## config.mk

```make
export PLATFORM = sky130hd
export DESIGN_NAME = rf_write_arbiter
export DESIGN_NICKNAME = d
export VERILOG_FILES = /design/src/rtl/rf_pkg.sv /design/src/rtl/rf_write_arbiter_rr_arb2.sv /design/src/rtl/rf_write_arbiter.sv
export SDC_FILE = /design/constraint.sdc
export NUM_CORES = 1
export LEC_CHECK = 0
export ABC_AREA = 1
export CELL_PAD_IN_SITES_DETAIL_PLACEMENT = 1
export CELL_PAD_IN_SITES_GLOBAL_PLACEMENT = 2
export CORE_MARGIN = 3
export CORE_UTILIZATION = 20
export DETAILED_ROUTE_END_ITERATION = 12
export PLACE_DENSITY = 0.78
export SETUP_SLACK_MARGIN = 0.05
export SYNTH_ARGS = -nofsm -noshare
export SYNTH_HDL_FRONTEND = slang
export SYNTH_HIERARCHICAL = 1
export SYNTH_SLANG_ARGS = --single-unit
```

## constraint.sdc

```tcl
create_clock -name clock -period 1.45 [get_ports clock]
set_input_delay 0.29 -clock clock [delete_from_list [all_inputs] [get_ports clock]]
set_output_delay 0.29 -clock clock [all_outputs]
set_load 0.005 [all_outputs]
```

## src/rtl/rf_pkg.sv

```systemverilog
// Shared types and sizes for the register-file write path.
// R0 is the hardwired zero register: writes to it are dropped and it is never pending.
package rf_pkg;

  localparam int DATA_W = 32;
  localparam int ADDR_W = 5;
  localparam int NREGS  = 32;
  localparam int R0     = 0;

  typedef logic [ADDR_W-1:0] rf_addr_t;
  typedef logic [DATA_W-1:0] rf_data_t;

  typedef struct packed {
    logic     valid;
    rf_addr_t addr;
    rf_data_t data;
  } wb_req_t;

endpackage

```

## src/rtl/rf_write_arbiter_rr_arb2.sv

```systemverilog
// Two-way round-robin arbiter. last remembers the most recently granted port,
// so on a conflict the other port wins; grants are suppressed during reset.
module rr_arb2 (
  input  logic       clock,
  input  logic       reset,
  input  logic [1:0] req,
  output logic [1:0] gnt
);

  logic last;

  always_comb begin
    gnt = 2'b00;
    if (!reset) begin
      if (req[0] && req[1]) begin
        gnt = last ? 2'b01 : 2'b10;
      end else begin
        gnt = req;
      end
    end
  end

  // last resets to 1 so port 0 wins the first conflict.
  always_ff @(posedge clock) begin
    if (reset) begin
      last <= 1'b1;
    end else if (gnt[0]) begin
      last <= 1'b0;
    end else if (gnt[1]) begin
      last <= 1'b1;
    end
  end

endmodule

```

## src/rtl/rf_write_arbiter.sv

```systemverilog
// Shares the RegFile write port between ALU (port 0) and load (port 1) writeback,
// registers the winning write and tracks per-register outstanding writes.
module rf_write_arbiter
  import rf_pkg::*;
#(
  parameter int DATA_W = rf_pkg::DATA_W,
  parameter int ADDR_W = rf_pkg::ADDR_W,
  parameter int NREGS  = rf_pkg::NREGS
) (
  input  logic              clock,
  input  logic              reset,
  input  logic              req0_valid,
  input  logic [ADDR_W-1:0] req0_addr,
  input  logic [DATA_W-1:0] req0_data,
  output logic              req0_ready,
  input  logic              req1_valid,
  input  logic [ADDR_W-1:0] req1_addr,
  input  logic [DATA_W-1:0] req1_data,
  output logic              req1_ready,
  input  logic              claim_valid,
  input  logic [ADDR_W-1:0] claim_addr,
  output logic [ADDR_W-1:0] rf_wa,
  output logic              rf_wen,
  output logic [DATA_W-1:0] rf_wd,
  output logic [NREGS-1:0]  pending
);

  // Handshake: a requester holds valid/addr/data stable until it sees ready;
  // a transfer happens at a rising edge where valid & ready, and ready is the
  // combinational grant (never depends on claim_*).
  logic [1:0]        gnt;
  logic              accept;
  logic [ADDR_W-1:0] win_addr;
  logic [DATA_W-1:0] win_data;
  logic [NREGS-1:0]  pending_nxt;

  rr_arb2 u_arb (
    .clock (clock),
    .reset (reset),
    .req   ({req1_valid, req0_valid}),
    .gnt   (gnt)
  );

  assign req0_ready = gnt[0];
  assign req1_ready = gnt[1];
  assign accept     = gnt[0] | gnt[1];

  always_comb begin
    win_addr = req0_addr;
    win_data = req0_data;
    if (gnt[1]) begin
      win_addr = req1_addr;
      win_data = req1_data;
    end
  end

  // R0 writes still consume the grant but never reach the register file.
  always_ff @(posedge clock) begin
    if (reset) begin
      rf_wen <= 1'b0;
      rf_wa  <= '0;
      rf_wd  <= '0;
    end else if (accept) begin
      rf_wen <= (win_addr != ADDR_W'(R0));
      rf_wa  <= win_addr;
      rf_wd  <= win_data;
    end else begin
      rf_wen <= 1'b0;
    end
  end

  // Clear on commit first, then set on claim, so a new producer supersedes.
  always_comb begin
    pending_nxt = pending;
    if (rf_wen) begin
      pending_nxt[rf_wa] = 1'b0;
    end
    if (claim_valid && (claim_addr != ADDR_W'(R0))) begin
      pending_nxt[claim_addr] = 1'b1;
    end
    pending_nxt[R0] = 1'b0;
  end

  always_ff @(posedge clock) begin
    if (reset) begin
      pending <= '0;
    end else begin
      pending <= pending_nxt;
    end
  end

endmodule

```

======== Word level (Yosys, flattened, before mapping) ========
Cells that the tools add are included.
word-level totals
  bits in registers ....................... 71
  input bits .............................. 84
  output and inout bits ................... 72
  logic and storage cells ................. 36
operators by class
  magnitude comparators ................... 4
  muxes and demuxes ....................... 13
  bitwise operators ....................... 5
  reductions and logical operators ........ 8
operators by type and width
  operator                                                                number
  32-bit 2-to-1 mux                                                       3
  32-bit bitwise AND                                                      1
  32-bit NOT                                                              1
  32-bit OR                                                               1
  5-bit by 6-bit < comparator with 1-bit output (second input constant)   2
  1-bit demux with 5-bit select                                           2
  5-bit by 1-bit >= comparator with 1-bit output (second input constant)  2
  5-bit nonzero test                                                      2
  2-bit 2-to-1 mux                                                        3
  5-bit 2-to-1 mux                                                        1
  1-bit logical AND                                                       4
  1-bit 2-to-1 mux                                                        4
  2-bit nonzero test                                                      1
  2-bit OR reduction                                                      1
  1-bit NOT                                                               1
  1-bit OR                                                                1

======== Depth between registers and ports, before layout ========
  word-level depth ........................ 9
  mapped depth ............................ 11
  gate-level depth less buffers ........... 10

======== Hierarchy ========
The synthesis kept the hierarchy.
by module, submodules not included
  module            times used  cells each  area each (µm²)  sequential area each (µm²)
  rf_write_arbiter  1           479         3216.8           1381.3
  rr_arb2           1           14          75.1             20.0

======== Worst setup path before layout ========
Ideal clock, no wire load.
  path type ............................... input to register
  start ................................... input port reset
  end ..................................... register rf_wen
  setup time .............................. 0.112 ns
  data arrival time ....................... 1.195 ns
  data required time ...................... 1.338 ns
  path slack .............................. 0.143 ns
  stages on the path ...................... 10
  path buffers ............................ 2
  cell sequence ........................... inv_1 > nand2_1 > nor2_1 > buf_6 > buf_6 > nand2_1 > o21ai_0 > nand3_1 > nor2_1 > nor2_1
on the way
  cells in the longest elaborated chain, start to end .. 4
  elaborated cells between the ends (all ways) .. 6
  those cells by class .................... mux (2); bitwise (2); reduce/logical (2)
RTL lines
  what                                 RTL line                        text
  from (decl)                          rf_write_arbiter.sv:11          input logic reset,
  2-bit 2-to-1 mux (*)                 rf_write_arbiter_rr_arb2.sv:14  if (!reset) begin
  via req1_ready                       rf_write_arbiter.sv:19          output logic req1_ready,
  1-bit OR                             rf_write_arbiter.sv:46          assign accept = gnt[0] | gnt[1];
  1-bit NOT (no source line)           --
  2-bit OR reduction (no source line)  --
  to (signal assigned)                 rf_write_arbiter.sv:64          rf_wen <= (win_addr != ADDR_W'(R0));
  to (decl)                            rf_write_arbiter.sv:23          output logic rf_wen,
The timed path passes the listed nets; every way through them passes the cells marked *.
A chain may end at the register's enable or synchronous reset.

======== Final worst setup path ========
  start ................................... register u_arb.last
  end ..................................... register rf_wd[13]
on the way
  cells in the longest elaborated chain, start to end .. 4
  elaborated cells between the ends (all ways) .. 5
  those cells by class .................... mux (4); bitwise (1)
RTL lines
  what                                                  RTL line                                        text
  from (decl)                                           rf_write_arbiter_rr_arb2.sv:10                  logic last;
  from (signal assigned)                                rf_write_arbiter_rr_arb2.sv:26                  last <= 1'b1;
  from (signal assigned)                                rf_write_arbiter_rr_arb2.sv:28                  last <= 1'b0;
  from (signal assigned)                                rf_write_arbiter_rr_arb2.sv:30                  last <= 1'b1;
  2-bit 2-to-1 mux (*)                                  rf_write_arbiter_rr_arb2.sv:16                  gnt = last ? 2'b01 : 2'b10;
  2-bit 2-to-1 mux (*)                                  rf_write_arbiter_rr_arb2.sv:15                  if (req[0] && req[1]) begin
  2-bit 2-to-1 mux (*)                                  rf_write_arbiter_rr_arb2.sv:14
  32-bit 2-to-1 mux / 1-bit OR (equally long branches)  rf_write_arbiter.sv:51, rf_write_arbiter.sv:46
  to (signal assigned)                                  rf_write_arbiter.sv:66                          rf_wd <= win_data;
  to (decl)                                             rf_write_arbiter.sv:24                          output logic [DATA_W-1:0] rf_wd,
Mark *: on every way between the ends. The rest lies on a longest branch, timed or not.

==> summary.md <==
| Metric | Value |
|---|---|
| Status | complete, but fails checks |
| Failing checks | setup timing |
| H-tree levels | 3 |
| Reg power frac | between 30% and 40% |
| Worst reg-to-reg setup slack | -0.03 ns |
| Dpl ws | -0.485 ns |
| Initial core utilization | about 21% |
| Worst r2r path cells | 13 |
| Max frequency | between 600 and 700 MHz |
| Main area contributors after synthesis | dfxtp_1 (43%), nand2_1 (17%), nand3_1 (11%), inv_1 (6.6%), o21ai_0 (6.2%) |
| Sw Ratio | about 28% |
| Die Footprint | around 18000 um2 |
| Internal power | 3.81 mW |
| Cell depth of the worst hold path | 3 |
| Vias | slightly below 4000 |
| RR Startpoint | u_arb/last |
| Clock Power Share | about two fifths |
| Yosys synthesis warning count | 6 |
| Detail Placement HPWL | just over 10 mm |
| GRT overflow | 0 |
| NetSw | around 1.5 mW |
| Period utilization | 102% |
| First-pass GRT wire length | 22.8 mm |
| CTS root buf | clkbuf_16 |
| Placed cell area | 5190 um2 |
| Clock buffer depth | 2 |
| RSZ-0062 raised after global routing | yes |
| Drt wl/cell | between 15 and 20 um |
| Antenna diodes | 0 |
| RR Endpoint | rf_wd[13] |
| Via density | 4.36 |
| Seq cells post-synth | 70 |
| Wire length on met2 | 7.16 mm |
| Multiplexer share of the synthesized area | 0% |
| Row Count | between 40 and 50 |
| GRT Total Usage | 16.2% |
| Clk slew on worst S/H paths | around 0.05 ns |
| Post-Synthesis Cells | around 490 |
| Final wirelength | ~15 mm |
| Largest net degree at the start of global routing | 33 |
| CTS sink count | 70 |
| Leakage | around 3.1 nW |
| Hold Path Class | primary input to register |
| Port buffer count | around 150 |
| Post-layout net count | 756 |
| Post-route DRC | 0 |
| Clk_lat worst skew | 0.34 ns |
| Num CTS Buffers | 9 |
| CTS tree | done |
| Final min period | between 1 and 1.5 ns |
| CTS Hold Bufs | 0 |
| 1st-pass router iterations | 6 |
| Finished Cell Area | between 6000 and 7000 um2 |
| CP Data Required Time | about 1.7 ns |
| Power density cells | a little under 900 nW/um2 |
| Vias in the first global route | 4211 |
| WL met3 | about 700 um |
| Setup WS post-layout | -0.0311 ns |
| Synth Area per Inst | about 6.7 um2 |
| Worst setup SP type | register |
| Post-Syn Nets | 577 |
| Synth Cell Area | around 3300 um2 |
| Register area share after synthesis | between 40% and 50% |
| DRT iter0 DRCs | 118 |
| Post-Synth Simple-Gate Area | around a third |
| CP max FO | 5 |
| Synth Area in Compound Gates | 11.7% |
| WHS | around 0.34 ns |
| DRT met1 WL | between 6 and 7 mm |
| Dpl cells | 866 |
| Yosys top cell area share | between 40% and 50% |
| Share of cells above drive strength 1 | approximately a quarter |
| Xor and xnor area share after synthesis | 0% |
| Logic pwr share | between 20% and 30% |
| GP Congestion | roughly 0.80 |
| Final hold vios | 0 |
| Worst EP arrival | roughly 1.8 ns |
| Hold Path Sink | u_arb/last |
| CP endpoint kind | register |
| Synth Area in Adders | 0% |
| Main combinational cell family by area after synthesis | simple AND/OR/NAND/NOR gates |
| Critical path class | register to register |
| Clock Skew | between 0.004 and 0.005 ns |
| Maximum VDD drop | approximately 0.00054 V |
| Synth area leader | dfxtp_1 |
| Area grow syn2layout | 83.7% |
| Die Span Y | 134 um |
| Initial antenna violation count | 0 |
| Distinct cell type count after synthesis | 21 |
| Die Width | 134 um |
| Max-Cap Viols | 0 |
| Max-slew violations | 0 |
| Post-route ant nets | 0 |
| I/O pins | between 150 and 200 |
| Core ar. | 16000 um2 |
| Hold_sp | req1_valid |
| Finished Layout Cells | 891 |
| Final setup viols | 16 |
| Max Used Layer | met4 |
[power by group through the flow]
stage / combinational (mW) / sequential [mW] / clock [mW]
after global placement: 0.940 / 2.11 / 0
after CTS: 1.16 / 2.10 / 2.08
final: 1.16 / 2.11 / 2.01
after floorplan: 0.352 / 2.11 / 0
after detailed placement: 0.961 / 2.11 / 0
after global routing: 1.27 / 2.12 / 2.16
[how the worst max path moves through the flow]
stage                    start          to  slack (ns)
CTS                 u_arb/last   rf_wd[23]       -0.11
floorplan                reset      rf_wen        0.14
finish              u_arb/last   rf_wd[13]       -0.03
global placement         reset  req0_ready       -0.45
detailed placement       reset  req0_ready       -0.49
global route        u_arb/last   rf_wd[17]       -0.12
[area by class of cell]
cell class              instances  area, um2
clock inverters                 2       10.0
flip-flops and latches         70       1430
repair buffers                192       1880
inverters                      60        233
repair inverters                1       6.26
fillers                      1954       9950
clock buffers                  12        246
multi-input cells             338       1970
well taps                     216        270
[cell usage after synthesis]
cell / number
nand2_1: 147
nand3_1: 74
dfxtp_1: 70
inv_1: 58
o21ai_0: 41
a21oi_1: 36
nor2_1: 25
buf_2: 10
buf_4: 5
clkbuf_1: 5
buf_6: 4
nand3b_1: 4
nor2_2: 3
inv_2: 2
nor2_4: 2
or2_1: 2
buf_1: 1
conb_1: 1
nand2_2: 1
nand3_2: 1
nor3_1: 1
[through the flow]
| step | total power [mW] | utilization (%) | TNS [ns] |
|---|---|---|---|
| global placement | 3.05 | 32.4 | -18.09 |
| floorplan | 2.47 | - | 0 |
| finish | 5.28 | 37.8 | -0.197 |
| global route | 5.54 | 37.8 | -3.17 |
| detailed placement | 3.07 | 32.4 | -21.71 |
| CTS | 5.34 | 37.5 | -1.17 |
[metal layers]
metal	GRT usage, %	vias to the layer above
li1	-	1921
met1	20.1	1855
met2	27.3	87
met3	3.79	21
met4	6.11	0
met5	0	-
[critical path: stages (launching register included)]
cell     delay (ns)
dfxtp_2        0.33
inv_2          0.05
nand2_2        0.05
inv_2          0.07
nor2_4         0.04
buf_6          0.11
buf_6          0.11
nor2_4         0.13
buf_8          0.17
buf_8          0.15
nand2_2        0.06
nand3_2        0.05
nand2_1        0.05
inv_1          0.05
[cell families (layout without fill, tap and decap cells)]
| logic type | Yosys count | after routing |
|---|---|---|
| DFF | 70 | 70 |
| other | 1 | 1 |
| AOI/OAI and AO/OA | 77 | 77 |
| buffers and inverters | 85 | 267 |
| and+or+nand+nor | 260 | 260 |
[layout by cell type (no fill, tap or decap), types with 7 or more instances in the layout]
master / count
inv_1: 55
clkdlybuf4s50_1: 80
buf_4: 24
clkbuf_16: 9
dfxtp_1: 48
nand2_4: 29
dfxtp_2: 21
nand2_2: 8
dlygate4sd2_1: 72
nor2_1: 23
buf_6: 7
o21ai_0: 31
nand2_1: 111
a21oi_1: 32
nand3_2: 34
nand3_1: 41
[registers in the layout, summed over array words and instances (netlist names)]
name / flops
pending: 31
u_arb/last: 1
rf_wa: 5
rf_wd: 32
rf_wen: 1
[timing repair]
action	4_1_cts	5_1_grt
cloned	5	0
gates resized for setup	226	19
pin swaps	37	4
buffers inserted	8	0
endpoints found under the setup margin	109	56
No activity file was read; power rests on OpenSTA's default activity.
